## src/rtl/run_filter_pkg.sv

```systemverilog
// Shared types and constants for the run-length input qualifier.
package run_filter_pkg;

    // Width of the per-channel run counter
    localparam int CNT_W = 8;

    // Largest run length the counter can qualify
    localparam int MAX_COUNT = (1 << CNT_W) - 1;

    // Per-channel qualifier state; 2'b11 is unused and recovers to S_INIT
    typedef enum logic [1:0] {
        S_INIT = 2'b00,
        S_HI   = 2'b01,
        S_LO   = 2'b10,
        S_BAD  = 2'b11
    } state_t;

    // True when a run-length parameter is representable and non-zero
    function automatic bit count_ok(input int n);
        return (n >= 1) && (n <= MAX_COUNT);
    endfunction

endpackage

```

## src/rtl/run_filter_fsm_if.sv

```systemverilog
// Bundle of sample inputs and qualified outputs for run_filter_fsm.
interface run_filter_fsm_if #(
    parameter int CHANNELS = 4
);
    logic [CHANNELS-1:0]   in_vec;
    logic                  sample_en;
    logic                  sclr;
    logic [CHANNELS-1:0]   out_vec;
    logic [CHANNELS-1:0]   assert_pulse;
    logic [CHANNELS-1:0]   deassert_pulse;
    logic [2*CHANNELS-1:0] state_vec;

    // Source side: drives samples and control, observes results
    modport master (
        output in_vec, sample_en, sclr,
        input  out_vec, assert_pulse, deassert_pulse, state_vec
    );

    // Filter side
    modport slave (
        input  in_vec, sample_en, sclr,
        output out_vec, assert_pulse, deassert_pulse, state_vec
    );
endinterface

```

## src/rtl/run_filter_chan.sv

```systemverilog
// One channel of the run-length qualifier: a level must persist for a
// programmable number of samples before the channel changes state.
module run_filter_chan
    import run_filter_pkg::*;
#(
    parameter int LOW_COUNT  = 3,
    parameter int HIGH_COUNT = 2
) (
    input  logic   CLK,
    input  logic   RST,
    input  logic   in_bit,
    input  logic   sample_en,
    input  logic   sclr,
    output state_t state,
    output logic   assert_pulse,
    output logic   deassert_pulse
);

    localparam logic [CNT_W-1:0] LOW_TH  = CNT_W'(LOW_COUNT);
    localparam logic [CNT_W-1:0] HIGH_TH = CNT_W'(HIGH_COUNT);
    localparam logic [CNT_W-1:0] ONE     = CNT_W'(1);

    state_t           state_q, state_d;
    logic [CNT_W-1:0] cnt_q, cnt_d, cnt_inc;
    logic             last_q, last_d;
    logic             ap_q, ap_d, dp_q, dp_d;

    assign cnt_inc        = cnt_q + ONE;
    assign state          = state_q;
    assign assert_pulse   = ap_q;
    assign deassert_pulse = dp_q;

    // State, run counter, last sampled level and pulse registers
    always_ff @(posedge CLK or posedge RST) begin
        if (RST) begin
            state_q <= S_INIT;
            cnt_q   <= '0;
            last_q  <= 1'b0;
            ap_q    <= 1'b0;
            dp_q    <= 1'b0;
        end else begin
            state_q <= state_d;
            cnt_q   <= cnt_d;
            last_q  <= last_d;
            ap_q    <= ap_d;
            dp_q    <= dp_d;
        end
    end

    // Next-state, counter and pulse decode; pulses only fire on sampled edges
    always_comb begin
        state_d = state_q;
        cnt_d   = cnt_q;
        last_d  = last_q;
        ap_d    = 1'b0;
        dp_d    = 1'b0;
        if (sclr) begin
            state_d = S_INIT;
            cnt_d   = '0;
            last_d  = 1'b0;
        end else if (state_q == S_BAD) begin
            state_d = S_INIT;
            cnt_d   = '0;
        end else if (sample_en) begin
            last_d = in_bit;
            case (state_q)
                S_INIT: begin
                    if (cnt_q == '0 || in_bit != last_q) cnt_d = ONE;
                    else                                 cnt_d = cnt_inc;
                    if (in_bit && cnt_d >= HIGH_TH) begin
                        state_d = S_HI;
                        cnt_d   = '0;
                    end else if (!in_bit && cnt_d >= LOW_TH) begin
                        state_d = S_LO;
                        cnt_d   = '0;
                        ap_d    = 1'b1;
                    end
                end
                S_HI: begin
                    if (in_bit) begin
                        cnt_d = '0;
                    end else if (cnt_inc >= LOW_TH) begin
                        state_d = S_LO;
                        cnt_d   = '0;
                        ap_d    = 1'b1;
                    end else begin
                        cnt_d = cnt_inc;
                    end
                end
                S_LO: begin
                    if (!in_bit) begin
                        cnt_d = '0;
                    end else if (cnt_inc >= HIGH_TH) begin
                        state_d = S_HI;
                        cnt_d   = '0;
                        dp_d    = 1'b1;
                    end else begin
                        cnt_d = cnt_inc;
                    end
                end
                default: begin
                    state_d = S_INIT;
                    cnt_d   = '0;
                end
            endcase
        end
    end

endmodule

```

## src/rtl/run_filter_fsm.sv

```systemverilog
// Multi-channel run-length input qualifier: one independent filter per
// input bit, reporting qualified level, state code and edge pulses.
module run_filter_fsm
    import run_filter_pkg::*;
#(
    parameter int CHANNELS   = 4,
    parameter int LOW_COUNT  = 3,
    parameter int HIGH_COUNT = 2
) (
    input  logic           CLK,
    input  logic           RST,
    run_filter_fsm_if.slave bus
);

    // Run lengths must fit the counter and be non-zero
    if (!count_ok(LOW_COUNT) || !count_ok(HIGH_COUNT)) begin : g_bad_count
        $fatal(1, "run_filter_fsm: LOW_COUNT and HIGH_COUNT must be 1..255");
    end

    for (genvar i = 0; i < CHANNELS; i++) begin : g_chan
        state_t st;

        run_filter_chan #(
            .LOW_COUNT  (LOW_COUNT),
            .HIGH_COUNT (HIGH_COUNT)
        ) u_chan (
            .CLK            (CLK),
            .RST            (RST),
            .in_bit         (bus.in_vec[i]),
            .sample_en      (bus.sample_en),
            .sclr           (bus.sclr),
            .state          (st),
            .assert_pulse   (bus.assert_pulse[i]),
            .deassert_pulse (bus.deassert_pulse[i])
        );

        assign bus.out_vec[i]          = (st == S_LO);
        assign bus.state_vec[2*i +: 2] = st;
    end

endmodule

```

## src/flat_wrapper.sv

```systemverilog
// flat-port wrapper written by rule: the top's interface ports become plain ports
module run_filter_fsm_flat import run_filter_pkg::*;
#(
    parameter int CHANNELS   = 4,
    parameter int LOW_COUNT  = 3,
    parameter int HIGH_COUNT = 2
)
  (CLK, RST, bus_in_vec, bus_sample_en, bus_sclr, bus_out_vec, bus_assert_pulse, bus_deassert_pulse, bus_state_vec);
  run_filter_fsm_if #(.CHANNELS(CHANNELS)) bus_i ();
  input  logic CLK;
  input  logic RST;
  input wire logic [$bits(bus_i.in_vec)-1:0] bus_in_vec;
  input wire logic [$bits(bus_i.sample_en)-1:0] bus_sample_en;
  input wire logic [$bits(bus_i.sclr)-1:0] bus_sclr;
  output wire logic [$bits(bus_i.out_vec)-1:0] bus_out_vec;
  output wire logic [$bits(bus_i.assert_pulse)-1:0] bus_assert_pulse;
  output wire logic [$bits(bus_i.deassert_pulse)-1:0] bus_deassert_pulse;
  output wire logic [$bits(bus_i.state_vec)-1:0] bus_state_vec;
  assign bus_i.in_vec = bus_in_vec;
  assign bus_i.sample_en = bus_sample_en;
  assign bus_i.sclr = bus_sclr;
  assign bus_out_vec = bus_i.out_vec;
  assign bus_assert_pulse = bus_i.assert_pulse;
  assign bus_deassert_pulse = bus_i.deassert_pulse;
  assign bus_state_vec = bus_i.state_vec;
  run_filter_fsm #(.CHANNELS(CHANNELS), .LOW_COUNT(LOW_COUNT), .HIGH_COUNT(HIGH_COUNT)) u_core (.CLK(CLK), .RST(RST), .bus(bus_i));
endmodule
```

## config.mk

```make
export PLATFORM = sky130hd
export DESIGN_NAME = run_filter_fsm_flat
export DESIGN_NICKNAME = d
export VERILOG_FILES = /design/src/rtl/run_filter_pkg.sv /design/src/rtl/run_filter_fsm_if.sv /design/src/rtl/run_filter_chan.sv /design/src/rtl/run_filter_fsm.sv /design/src/flat_wrapper.sv
export SDC_FILE = /design/constraint.sdc
export NUM_CORES = 1
export LEC_CHECK = 0
export ABC_AREA = 1
export ABC_CLOCK_PERIOD_IN_PS = 1730
export BUFFER_PORTS_ARGS = -buffer_cell sky130_fd_sc_hd__clkbuf_2
export CORE_MARGIN = 2
export CORE_UTILIZATION = 45
export DETAILED_ROUTE_END_ITERATION = 6
export GPL_ROUTABILITY_DRIVEN = 1
export PLACE_DENSITY = 0.67
export SLEW_MARGIN = 40
export SYNTH_ARGS = -nofsm -noshare
export SYNTH_HDL_FRONTEND = slang
export SYNTH_SLANG_ARGS = --single-unit
```

## constraint.sdc

```tcl
create_clock -name CLK -period 1.73 [get_ports CLK]
set_input_delay 0.173 -clock CLK [delete_from_list [all_inputs] [get_ports CLK]]
set_output_delay 0.173 -clock CLK [all_outputs]
set_load 0.05 [all_outputs]
```

* Word-level counts from Yosys, hierarchy flattened
Index checks and enable logic that the tools add are counted.
** Storage, ports and cells
- Register bits :: 52
- Output and inout port bits :: 20
- Input bits :: 8
** Cells by class
- Add/sub/neg operators :: 4
- Mux-type cells :: 168
- Magnitude comparators :: 16
- Reduce and logical (&&, ||, !) cells :: 37
- Equality and inequality tests :: 40
** Operator list (count)
- 2-to-1 mux 8 bit :: 56
- >= comparator 8 x 2 -> 1 bit (second input constant) :: 16
- case mux 8 bit (3 select lines) :: 4
- 2-to-1 mux 2 bit :: 36
- 2-to-1 mux 1 bit :: 64
- adder 8 x 1 -> 8 bit (second input constant) :: 4
- zero test 8 bit :: 4
- != test 4 bit (second input constant) :: 8
- case mux 2 bit (3 select lines) :: 4
- AND reduction 6 bit :: 4
- != test 5 bit (second input constant) :: 4
- == test 2 bit (second input constant) :: 8
- != test 4 x 2 -> 1 bit (second input constant) :: 4
- != test 4 x 3 -> 1 bit (second input constant) :: 4
- nonzero test 3 bit :: 4
- == test 2 x 1 -> 1 bit (second input constant) :: 4
- logical AND 1 bit :: 8
- zero test 2 bit :: 4
- != test 2 bit (second input constant) :: 4
- case mux 1 bit (2 select lines) :: 4
- AND reduction 2 bit :: 4
- zero test 1 bit :: 4
- logical OR 1 bit :: 4
- != test 1 bit :: 4
- nonzero test 2 bit :: 1

* Logic depth before layout (Yosys ltp)
Gate-level depths: netlist of run 1.
- Word-level depth :: 15
- Gate-level depth with buffers :: 16
- Mapped depth without buffers :: 16

* Modules after synthesis
Synthesis of run 1 repeated with hierarchy kept, for this count alone.
** Unflattened totals
- Cells, all modules :: 673
- Area total of the unflattened synthesis :: 4149.0 um^2
** Modules (own cells, without submodules)
- run_filter_chan at u_core.g_chan[0].u_chan ... :: cells each 166, area an instance 1026.0 um^2, times used 3
- run_filter_chan at u_core.g_chan[3].u_chan :: cells each 167, area an instance 1031.0 um^2, times used 1
- run_filter_fsm :: cells each 8, area an instance 40.0 um^2, times used 1

* Worst setup path before layout of run 1
OpenSTA, ideal clock, no wires.
- Path type :: register -> register
- From :: register u_core.g_chan[3].u_chan.state_q[1]
- To :: register u_core.g_chan[3].u_chan.state_q[1]
- Slack :: -0.478 ns
- Arrival time :: 2.142 ns
- Path buffers :: 0
- Stages on the path, launching flop included :: 11
- Data required time :: 1.665 ns
- Period minus slack after synthesis :: 2.208 ns
- Path through :: dfrtp_1 inv_1 nor2_1 nand3_1 nand2_1 inv_1 nand2_1 nand2_1 nand2_1 nand2_1 nand2_1
** On the way
- Cells in the longest elaborated chain, start to end :: 5
- Elaborated cells between the ends (all ways) :: 15
- Classes of those cells :: eq/ne: 8; mux: 4; reduce/logical: 3
** Ends and longest elaborated chain
- from (decl) :: RTL line run_filter_chan.sv:23 : state_t state_q, state_d;
- from (signal assigned) :: RTL line run_filter_chan.sv:42 : state_q <= state_d;
- == test 2 bit (*)
- net bus_out_vec[3] :: RTL line flat_wrapper.sv:15 : output wire logic [$bits(bus_i.out_vec)-1:0] bus_out_vec;
- case mux 2 bit (3 select lines) :: RTL line run_filter_chan.sv:66 : case (state_q)
- 2-to-1 mux 2 bit :: RTL line run_filter_chan.sv:64 : end else if (sample_en) begin
- 2-to-1 mux 2 bit :: RTL line run_filter_chan.sv:61 : end else if (state_q == S_BAD) begin
- 2-to-1 mux 2 bit :: RTL line run_filter_chan.sv:57 : if (sclr) begin
The timed path passes the listed nets; every way through them passes the cells marked *. The select of a mux whose other input is x is not followed.
A chain may end at the register's enable or synchronous reset.

* Worst setup path after layout of run 1
- From :: register u_core.g_chan[3].u_chan.cnt_q[0]
- To :: register u_core.g_chan[3].u_chan.state_q[1]
** On the way
- Cells in the longest elaborated chain, start to end :: 14
- Elaborated cells between the ends (all ways) :: 23
- Classes of those cells :: add/sub: 1; order compare: 4; eq/ne: 3; mux: 10; reduce/logical: 5
** Ends and longest elaborated chain
- from (decl) :: RTL line run_filter_chan.sv:24 : logic [CNT_W-1:0] cnt_q, cnt_d, cnt_inc;
- from (signal assigned) :: RTL line run_filter_chan.sv:43 : cnt_q <= cnt_d;
- branches (longest 14 deep; another with adder 8 x 1 -> 8 bit)
Parallel ways; which one is timed is not known. The select of a mux whose other input is x is not followed.

==> flow_summary.ini, run 1 <==
[status]
status = finished with violations
violations = negative setup slack

[worst_setup_path]
cp_common_cell = nand2_2
crit_family = simple AND/OR/NAND/NOR gates
critPathKind = register to register
worst-endpoint-required_ns = 1.93
r2r-start = u_core.g_chan[3].u_chan.cnt_q[0]
cp.buffers_inverters = 1
cp_slowest_cell = dfrtp_2
worstSetupStartpointType = register
cp_max_fo = 4
worstRegToRegCells = 14
slowest_delay_ns = 0.43
rr_endpoint = u_core.g_chan[3].u_chan.state[1]
arrival_ns = 2.08
r2r_slack_ns = -0.15
cp-end-kind = register
worstPathCellList = inv_2, ha_1, nand3_1, nor2_1, nor2_2, nand3_2, nand3_2, nand2_2, nand2_2, nand2_2, nand2_2, nand2_2, nand2_1, nand2_1

[logic_synthesis]
async_flop_share = 1.00
ys_warn_count = 0
syn_area_per_cell_um2 = 6.74
synth_top_cell_area_share = 0.359
netlist_instances = 538
synth_largest_area_cell = dfrtp_1
synth-main-ff-cell = dfrtp_1
ys_types = 26
yosys_register_bits = 52
synth-seq-area-share = 0.359
synth_nets = 562
synth_area_leaders = dfrtp_1 (36%), nand2_1 (16%), nand3_1 (9.9%)
synth-edff-count = 0
syn_area_um2 = 3620

[placed_design]
dp_cells = 693
place_area_um2 = 4140
gp_congestion = 0.914
pre_cts_ws_ns = -0.121
hpwl_mm = 6.42
io_buffers = 27

[clocking]
clkLatencyLatePin_ns = 0.31
htreeDepth = 2
clk_path_buf_depth = 2
cts.sinks = 52
cts_tree = built
cts_buffers = 5
ctsRootBufferMaster = clkbuf_8
clk_pin_slew_ns = 0.10

[global_routing]
antenna_found_initial = 0
grt_start_max_net_pins = 30
track_usage = 0.208
overflow = 0
grt_pass1_wl_mm = 14.9
grtUsageMet1 = 0.282
busiest_layer = met2
grt.met3_usage = 0.0241
grt_pass1_vias = 3368
grt_use_met2 = 0.359

[power_and_ir_drop]
pwr_density_cell_nw_per_um2 = 531
finalPower_mw = 2.59
vdd_drop_max_uv = 502
p_leak_nw = 2.50

[die]
rows = 32
io_pins = 28
fp.dieH_um = 93.7
die_w_um = 93.7
start_util = 0.466
core_area_um2 = 7770
die_area_um2 = 8790

[timing]
fin_tns_setup_ns = -1.12
hold_violations = 0
clock_skew_ns = 0.0108
slew_viol_final = 0
worst_slack_ns = -0.146
rsz0062_at_grt = yes
finalWorstPathRequiredPeriod_ns = 1.88
setup_viol = 16
worst_hold_slack_ns = 0.183
slew_headroom = 0.703
finalCritPeriodShare = 1.08
worst_pin_slew_ns = 0.442
fmaxAchievable_ghz = 0.533

[final_layout]
n_fill_cell = 637
nets = 642
syn2layout_area_growth_pct = 34.8
final_area_um2 = 4890
antenna_cells = 0
fin_cells = 721
utilization = 0.629
drive_gt1_frac = 0.355

[route]
drc = 0
firstDrtPassIters = 5
num_vias = 3742
routed_wl_mm = 9.67
via_per_inst = 5.19
wl_per_cell_um = 13.4
ant_nets = 0
drtIter0Drc = 184

[min_path]
hp-class = primary input to register
holdPathStages = 3
min_to = u_core.g_chan[0].u_chan.deassert_pulse
hold_start = bus_in_vec[0]

[run]
maxCapViolations = 0
==> cells in the mapped netlist (all sizes together) (4+ instances only) <==
| library cell | count |
|---|---|
| nand3 | 74 |
| o21ai | 18 |
| a21oi | 5 |
| nand4 | 12 |
| nor3 | 4 |
| dfrtp | 52 |
| xnor2 | 5 |
| nor2 | 81 |
| a311oi | 4 |
| inv | 78 |
| buf | 10 |
| xor2 | 10 |
| ha | 16 |
| nand2 | 162 |
==> per-layer routing <==
metal / vias to the layer above / routed length [um]
li1: 1847 / -
met1: 1796 / 4180
met2: 89 / 4970
met3: 10 / 398
met4: 0 / 114
met5: - / 0
==> worst max-delay path by stage <==
stage,from,end,slack (ns),depth (start not counted)
floorplan,u_core.g_chan[1].u_chan.cnt_q[0],u_core.g_chan[1].u_chan.state[0],0.009,15
global placement,u_core.g_chan[0].u_chan.cnt_q[0],u_core.g_chan[0].u_chan.state[0],-0.07,15
detailed placement,u_core.g_chan[1].u_chan.cnt_q[0],u_core.g_chan[1].u_chan.state[1],-0.12,15
CTS,u_core.g_chan[1].u_chan.cnt_q[0],u_core.g_chan[1].u_chan.state[0],-0.08,15
global route,u_core.g_chan[3].u_chan.cnt_q[0],u_core.g_chan[3].u_chan.state[0],-0.27,14
finish,u_core.g_chan[3].u_chan.cnt_q[0],u_core.g_chan[3].u_chan.state[1],-0.15,14
==> what timing repair did <==
action | 4_1_cts | 5_1_grt
setup endpoints to repair | 16 | 22
resized for setup | 44 | 79
buffers inserted | 8 | 11
pin swaps | 18 | 33
hold buffers | 1 | 0
hold endpoints to repair | 52 | 0
==> registers in the layout, indices dropped and copies added, names as in the netlist <==
name,cells
u_core.g_chan.u_chan.state,8
u_core.g_chan.u_chan.last_q,4
u_core.g_chan.u_chan.deassert_pulse,4
u_core.g_chan.u_chan.assert_pulse,4
u_core.g_chan.u_chan.cnt_q,32
==> worst reg2reg max path, cell delays in order, from the launching register on <==
cell and delay, ns:
dfrtp_2 0.43, inv_2 0.08, ha_1 0.19, nand3_1 0.10, nor2_1 0.07, nor2_2 0.21
nand3_2 0.15, nand3_2 0.11, nand2_2 0.08, nand2_2 0.08, nand2_2 0.06, nand2_2 0.06
nand2_2 0.06, nand2_1 0.07, nand2_1 0.04
==> cell usage in the layout (no fill, tap or decap), types with 2 or more instances in the layout <==
| master | instances |
|---|---|
| nand4_1 | 12 |
| ha_1 | 10 |
| ha_4 | 6 |
| xnor2_2 | 3 |
| nor2_1 | 60 |
| xor2_2 | 4 |
| inv_2 | 10 |
| clkbuf_8 | 5 |
| clkbuf_2 | 27 |
| inv_1 | 68 |
| o21ai_1 | 11 |
| buf_6 | 9 |
| o21ai_2 | 4 |
| nand3b_1 | 2 |
| nor3_1 | 4 |
| a311oi_1 | 4 |
| a21oi_1 | 4 |
| o21ai_0 | 3 |
| nand3_2 | 18 |
| nand2_4 | 6 |
| nand2_1 | 129 |
| nand3_4 | 4 |
| buf_4 | 47 |
| nand3_1 | 52 |
| nor2_4 | 8 |
| xor2_1 | 6 |
| nor2_2 | 13 |
| dfrtp_1 | 29 |
| nand2_2 | 27 |
| dfrtp_2 | 23 |
==> cells by family (layout without fill, tap and decap cells) <==
kind of cell             after synthesis  count (layout)  share of synthesized area
AO/OA/AOI/OAI                         31              31                     0.0508
XOR/XNOR                              15              15                     0.0363
adder cells (fa/ha/maj)               16              16                     0.0552
buffers and inverters                 89             170                      0.101
flip-flops                            52              52                      0.359
AND/OR/NAND/NOR                      335             335                      0.397
==> power by group <==
group          switching [mW]  internal [mW]  total, mW
clock                   0.424          0.429      0.853
sequential             0.0264           1.23       1.26
combinational           0.287          0.193      0.480
==> final cells by class <==
class	instances	area (um2)	area share
inverter	78	293	0.0599
timing repair buffer	84	599	0.123
clock buffer	5	68.8	0.0141
tap	102	128	0.0261
sequential	52	1330	0.272
multi-input combinational	397	2420	0.496
clock inverter	3	42.5	0.00871
(Power assumes the default switching activity.)
==> run 2, diff against run 1 <==
--- a/config.mk
+++ b/config.mk
@@ -6,13 +6,13 @@
 export NUM_CORES = 1
 export LEC_CHECK = 0
 export ABC_AREA = 1
-export ABC_CLOCK_PERIOD_IN_PS = 1730
+export ABC_CLOCK_PERIOD_IN_PS = 2300
 export BUFFER_PORTS_ARGS = -buffer_cell sky130_fd_sc_hd__clkbuf_2
 export CORE_MARGIN = 2
 export CORE_UTILIZATION = 45
 export DETAILED_ROUTE_END_ITERATION = 6
 export GPL_ROUTABILITY_DRIVEN = 1
-export PLACE_DENSITY = 0.67
+export PLACE_DENSITY_LB_ADDON = 0.08
 export SLEW_MARGIN = 40
 export SYNTH_ARGS = -nofsm -noshare
 export SYNTH_HDL_FRONTEND = slang
==> constraint.sdc (replaced) <==
create_clock -name CLK -period 2.3 [get_ports CLK]
set_input_delay 0.23 -clock CLK [delete_from_list [all_inputs] [get_ports CLK]]
set_output_delay 0.23 -clock CLK [all_outputs]
set_load 0.05 [all_outputs]
==> run 2 against run 1 <==
Against the previous run:
- the run now ends clean
- routed wire length fell by 20%
- non-clock buffer count fell by 54
- design area fell by 19%
- global-route usage fell by 2.0 points
- clock skew barely moved
- maximum frequency fell by 8.9%
- combinational power fell by 51%
- flip-flop and latch count did not move
- hold slack improved by 0.051 ns
- critical path depth did not move
- sequential share of layout area rose by 5.7 points
- via count fell by 11%
- critical endpoint is now u_core.g_chan[1].u_chan.state[1]
- highest routed layer unchanged
==> flow_summary.ini, run 2 (same netlist as run 1, synthesis figures left out) <==
[status]
status = finished clean

[global_routing]
grt.met3_usage = 0.0305
grt_pass1_wl_mm = 13.4
grt_start_max_net_pins = 44
grt_use_met2 = 0.300
grt_pass1_vias = 3034
overflow = 0
antenna_found_initial = 0
track_usage = 0.188
busiest_layer = met2
grtUsageMet1 = 0.263

[final_layout]
final_area_um2 = 3960
regArea_um2 = 1300
syn2layout_area_growth_pct = 9.22
multi_input_area_um2 = 1960
largest_reg_flops = 32
n_fill_cell = 798
utilization = 0.510
regMostFlops = u_core.g_chan.u_chan.cnt_q
nets = 588
final_cell_mix = nand2_1 (152), nor2_1 (76), nand3_1 (72)
fin_cells = 667
drive_gt1_frac = 0.108
antenna_cells = 0
final_common_cell = nand2_1

[min_path]
hold_start = bus_in_vec[0]
hp-class = primary input to register

[placed_design]
io_buffers = 27
dp_cells = 658
hpwl_mm = 6.04
gp_congestion = 0.932
place_area_um2 = 3840

[die]
start_util = 0.466
rows = 32
die_w_um = 93.7
io_pins = 28
core_area_um2 = 7770
fp.dieH_um = 93.7
die_area_um2 = 8790

[worst_setup_path]
arrival_ns = 2.25
slowest_delay_ns = 0.48
cp_slowest_cell = dfrtp_1
r2r-start = u_core.g_chan[1].u_chan.cnt_q[0]
rr_endpoint = u_core.g_chan[1].u_chan.state[1]
crit_end = u_core.g_chan[1].u_chan.state[1]
startpoint = u_core.g_chan[1].u_chan.cnt_q[0]
critPathKind = register to register
cp_common_cell = nand2_1
r2r_slack_ns = 0.24
worstRegToRegCells = 14
worstSetupStartpointType = register
worstPathCellList = inv_2, ha_1, nand3_1, nor2_1, nor2_1, nand3_1, nand3_1, nand2_1, nand2_1, nand2_1, nand2_1, nand2_1, nand2_1, nand2_1
worst-endpoint-required_ns = 2.49
cp_max_fo = 7
cp-end-kind = register

[power_and_ir_drop]
p_leak_nw = 2.16
pwr_density_cell_nw_per_um2 = 455
vdd_drop_max_uv = 261

[run]
maxCapViolations = 0

[route]
firstDrtPassIters = 5
routed_wl_mm = 7.73
wl_per_cell_um = 11.6
drtIter0Drc = 160
via_per_inst = 5.00
num_vias = 3337
drc = 0
ant_nets = 0

[timing]
finalCritPeriodShare = 0.896
fmaxAchievable_ghz = 0.485
slew_viol_final = 0
hold_violations = 0
rsz0062_at_grt = no
worst_hold_slack_ns = 0.234
fin_tns_setup_ns = 0
worst_pin_slew_ns = 0.386
setup_viol = 0
clock_skew_ns = 0.0107
slew_headroom = 0.736
finalWorstPathRequiredPeriod_ns = 2.06

[clocking]
cts_buffers = 5
cts_setup_buffers = 0
clk_pin_slew_ns = 0.09
htreeDepth = 2
cts.sinks = 52
cts_tree = built
ctsRootBufferMaster = clkbuf_8
clk_path_buf_depth = 2
clkLatencyLatePin_ns = 0.30
## run 2: cell types whose count changed in the layout (fill, tap and decap cells not counted), moves of 9 or more
| cell | previous run | this run |
|---|---|---|
| nand3_2 | 18 | 2 |
| nor2_1 | 60 | 76 |
| dfrtp_2 | 23 | 0 |
| nand2_2 | 27 | 10 |
| nand3_1 | 52 | 72 |
| nand2_1 | 129 | 152 |
| dfrtp_1 | 29 | 52 |
| buf_4 | 47 | 1 |
| buf_6 | 9 | 0 |
## run 2: worst min-delay path by stage
| stage | to | slack [ns] | cells after the start |
|---|---|---|---|
| after floorplan | u_core.g_chan[0].u_chan.deassert_pulse | 0.36 | 2 |
| after global placement | u_core.g_chan[0].u_chan.cnt_q[7] | 0.15 | 2 |
| after detailed placement | u_core.g_chan[0].u_chan.cnt_q[7] | 0.16 | 2 |
| after CTS | u_core.g_chan[0].u_chan.deassert_pulse | 0.22 | 3 |
| after global routing | u_core.g_chan[0].u_chan.deassert_pulse | 0.22 | 3 |
| final | u_core.g_chan[0].u_chan.deassert_pulse | 0.23 | 3 |
## run 2: what timing repair did
item,4_1_cts,5_1_grt
hold buffers,1,0
resized for setup,0,0
hold endpoints to repair,9,0
## run 2: final cells by class
type | count | share of cell area
Inverter | 78 | 0.0740
Sequential cell | 52 | 0.329
Clock inverter | 2 | 0.00885
Multi-Input combinational cell | 397 | 0.494
Clock buffer | 6 | 0.0183
Tap cell | 102 | 0.0322
Timing Repair Buffer | 30 | 0.0436
## run 2: critical path: cells and delay by family (launching register included)
family,cells,cell delay (ns)
adders and majority gates,1,0.21
buffers and inverters,1,0.09
DFF,1,0.48
and+or+nand+nor,12,1.16
## run 2: metal layers
layer / routed length [um] / part of all wire
met3: 325 / 0.042
met5: 0 / 0
met1: 3820 / 0.49
met2: 3520 / 0.46
met4: 72 / 0.0093
## run 2: metrics by stage
step                      power [mW]  worst slack (ns)
after floorplan                 1.13            0.0924
after global placement          1.20             0.289
after detailed placement        1.20             0.256
after CTS                       1.84             0.253
after global routing            1.91            0.0194
final                           1.80             0.240
## run 2: where the power goes
| part | leakage (nW) | switching, mW | internal (mW) |
|---|---|---|---|
| Sequential | 0.720 | 0.0199 | 0.927 |
| Combinational | 1.39 | 0.162 | 0.0725 |
| Clock | 0.0552 | 0.297 | 0.324 |
| Total | 2.16 | 0.478 | 1.32 |
==> run 3, diff against run 2 <==
--- a/config.mk
+++ b/config.mk
@@ -9,7 +9,7 @@
 export ABC_CLOCK_PERIOD_IN_PS = 2300
 export BUFFER_PORTS_ARGS = -buffer_cell sky130_fd_sc_hd__clkbuf_2
 export CORE_MARGIN = 2
-export CORE_UTILIZATION = 45
+export CORE_UTILIZATION = 59
 export DETAILED_ROUTE_END_ITERATION = 6
 export GPL_ROUTABILITY_DRIVEN = 1
 export PLACE_DENSITY_LB_ADDON = 0.08
==> run 3 against run 2 <==
Against the previous run:
- maximum frequency decreased by 0.48%
- total power decreased by 4.9%
- global-route usage increased by 5.3 points
- register-to-register slack about the same
- setup slack got worse by 0.0099 ns
- via count decreased by 0.39%
- non-clock buffer count decreased by 1
- die area decreased by 23%
==> flow_summary.ini, run 3 (same netlist as run 1, synthesis figures left out) <==
[status]
status = finished clean

[worst_setup_path]
cp-end-kind = register
worstSetupStartpointType = register
cp_common_cell = nand2_1
cp_slowest_cell = dfrtp_1
crit_family = simple AND/OR/NAND/NOR gates
cp.buffers_inverters = 1
worst-endpoint-required_ns = 2.50
slowest_delay_ns = 0.47
critPathKind = register to register
worstPathCellList = inv_1, ha_1, nand3_1, nor2_1, nor2_1, nand3_1, nand3_1, nand2_1, nand2_1, nand2_1, nand2_1, nand2_1, nand2_1, nand2_1
cp_max_fo = 7
arrival_ns = 2.27

[clocking]
ctsRootBufferMaster = clkbuf_8
cts_setup_buffers = 0
clkLatencyLatePin_ns = 0.30
cts.sinks = 52
cts_resized = 0
cts_tree = built
clk_pin_slew_ns = 0.09
cts_buffers = 5
ctsHoldBuffers = 0
clk_path_buf_depth = 2
htreeDepth = 2

[placed_design]
hpwl_mm = 5.76
dp_cells = 631
pre_cts_ws_ns = 0.277
gp_congestion = 0.893
io_buffers = 27
place_area_um2 = 3790

[route]
drc = 0
drtIter0Drc = 172
wl_per_cell_um = 11.8
firstDrtPassIters = 4
via_per_inst = 5.20
num_vias = 3324
ant_nets = 0
routed_wl_mm = 7.56

[die]
start_util = 0.612
rows = 28
die_w_um = 82.4
die_area_um2 = 6780
core_area_um2 = 5920
fp.dieH_um = 82.4
io_pins = 28

[power_and_ir_drop]
switching_power_mw = 0.477
pwr_density_cell_nw_per_um2 = 441
vdd_drop_max_uv = 418
power_frac_clock = 0.314
p_int_mw = 1.24
p_leak_nw = 2.15
power_frac_seq = 0.553
power_frac_comb = 0.134
switching_share = 0.278

[timing]
slew_viol_final = 0
rsz0062_at_grt = no
worst_slack_ns = 0.230
slew_headroom = 0.569
clock_skew_ns = 0.00528
finalWorstPathRequiredPeriod_ns = 2.07
fin_tns_setup_ns = 0
finalCritPeriodShare = 0.900
worst_hold_slack_ns = 0.0845
hold_violations = 0
fmaxAchievable_ghz = 0.483
setup_viol = 0
worst_pin_slew_ns = 0.630

[final_layout]
final_common_cell = nand2_1
syn2layout_area_growth_pct = 7.25
fin_cells = 639
n_fill_cell = 556
final_area_um2 = 3890
nets = 587
drive_gt1_frac = 0.110
antenna_cells = 0
largest_reg_flops = 32
regMostFlops = u_core.g_chan.u_chan.cnt_q
final_cell_mix = nand2_1 (152), nor2_1 (76), nand3_1 (72)

[run]
maxCapViolations = 0

[global_routing]
antenna_found_initial = 0
grtUsageMet1 = 0.328
grt_start_max_net_pins = 53
track_usage = 0.240
grt_use_met2 = 0.382
overflow = 0
grt_pass1_wl_mm = 12.9
busiest_layer = met2
grt.met3_usage = 0.0435
grt_pass1_vias = 3037

[min_path]
hp-class = primary input to async pin
[run 3: changes by cell type in the layout (fill, tap and decap cells not counted), sizes merged]
cell	change
clkinv	+1
bufinv	-1
dlygate4sd3	-1
[run 3: final cells by class]
type	count	area, um2	share of cell area
multi-input combinational	397	1960	0.503
sequential	52	1300	0.335
inverter	78	293	0.0753
timing repair buffer	29	150	0.0386
tap	75	93.8	0.0241
clock buffer	6	82.6	0.0212
clock inverter	2	10.0	0.00258
[run 3: power by group through the flow]
stage / sequential (mW) / combinational, mW / clock, mW
2_1_floorplan: 0.967 / 0.165 / 0
3_3_place_gp: 0.964 / 0.226 / 0
3_5_place_dp: 0.965 / 0.228 / 0
4_1_cts: 0.947 / 0.230 / 0.561
5_1_grt: 0.950 / 0.264 / 0.599
6_report: 0.947 / 0.229 / 0.537
[run 3: stage by stage]
| step | power (mW) | util |
|---|---|---|
| finish | 1.71 | 0.656 |
| global route | 1.81 | 0.656 |
| global placement | 1.19 | 0.641 |
| CTS | 1.74 | 0.656 |
| floorplan | 1.13 | - |
| detailed placement | 1.19 | 0.641 |
[run 3: final timing paths]
| check | end | cells past startpoint | slack [ns] | startpoint |
|---|---|---|---|---|
| worst max register to register | u_core.g_chan[3].u_chan.state[1] | 14 | 0.23 | u_core.g_chan[3].u_chan.cnt_q[0] |
| worst min-delay path | u_core.g_chan[0].u_chan.cnt_q[7] | 3 | 0.08 | RST |
| max in group asynchronous | u_core.g_chan[2].u_chan.cnt_q[0] | 3 | 1.77 | RST |
| min in group CLK | u_core.g_chan[3].u_chan.deassert_pulse | 3 | 0.23 | bus_in_vec[3] |
| worst max-delay path | u_core.g_chan[3].u_chan.state[1] | 14 | 0.23 | u_core.g_chan[3].u_chan.cnt_q[0] |
| worst min register to register | u_core.g_chan[0].u_chan.cnt_q[7] | 2 | 0.55 | u_core.g_chan[0].u_chan.cnt_q[7] |
[run 3: routing by layer]
metal / vias up / wire (um)
li1: 1739 / -
met1: 1499 / 3650
met2: 74 / 3460
met3: 12 / 311
met4: 0 / 137
met5: - / 0
[run 3: worst reg2reg max path: stages (launching register included)]
cell     delay (ns)
dfrtp_1        0.47
inv_1          0.13
ha_1           0.22
nand3_1        0.08
nor2_1         0.05
nor2_1         0.28
nand3_1        0.16
nand3_1        0.11
nand2_1        0.07
nand2_1        0.08
nand2_1        0.06
nand2_1        0.07
nand2_1        0.07
nand2_1        0.07
nand2_1        0.05
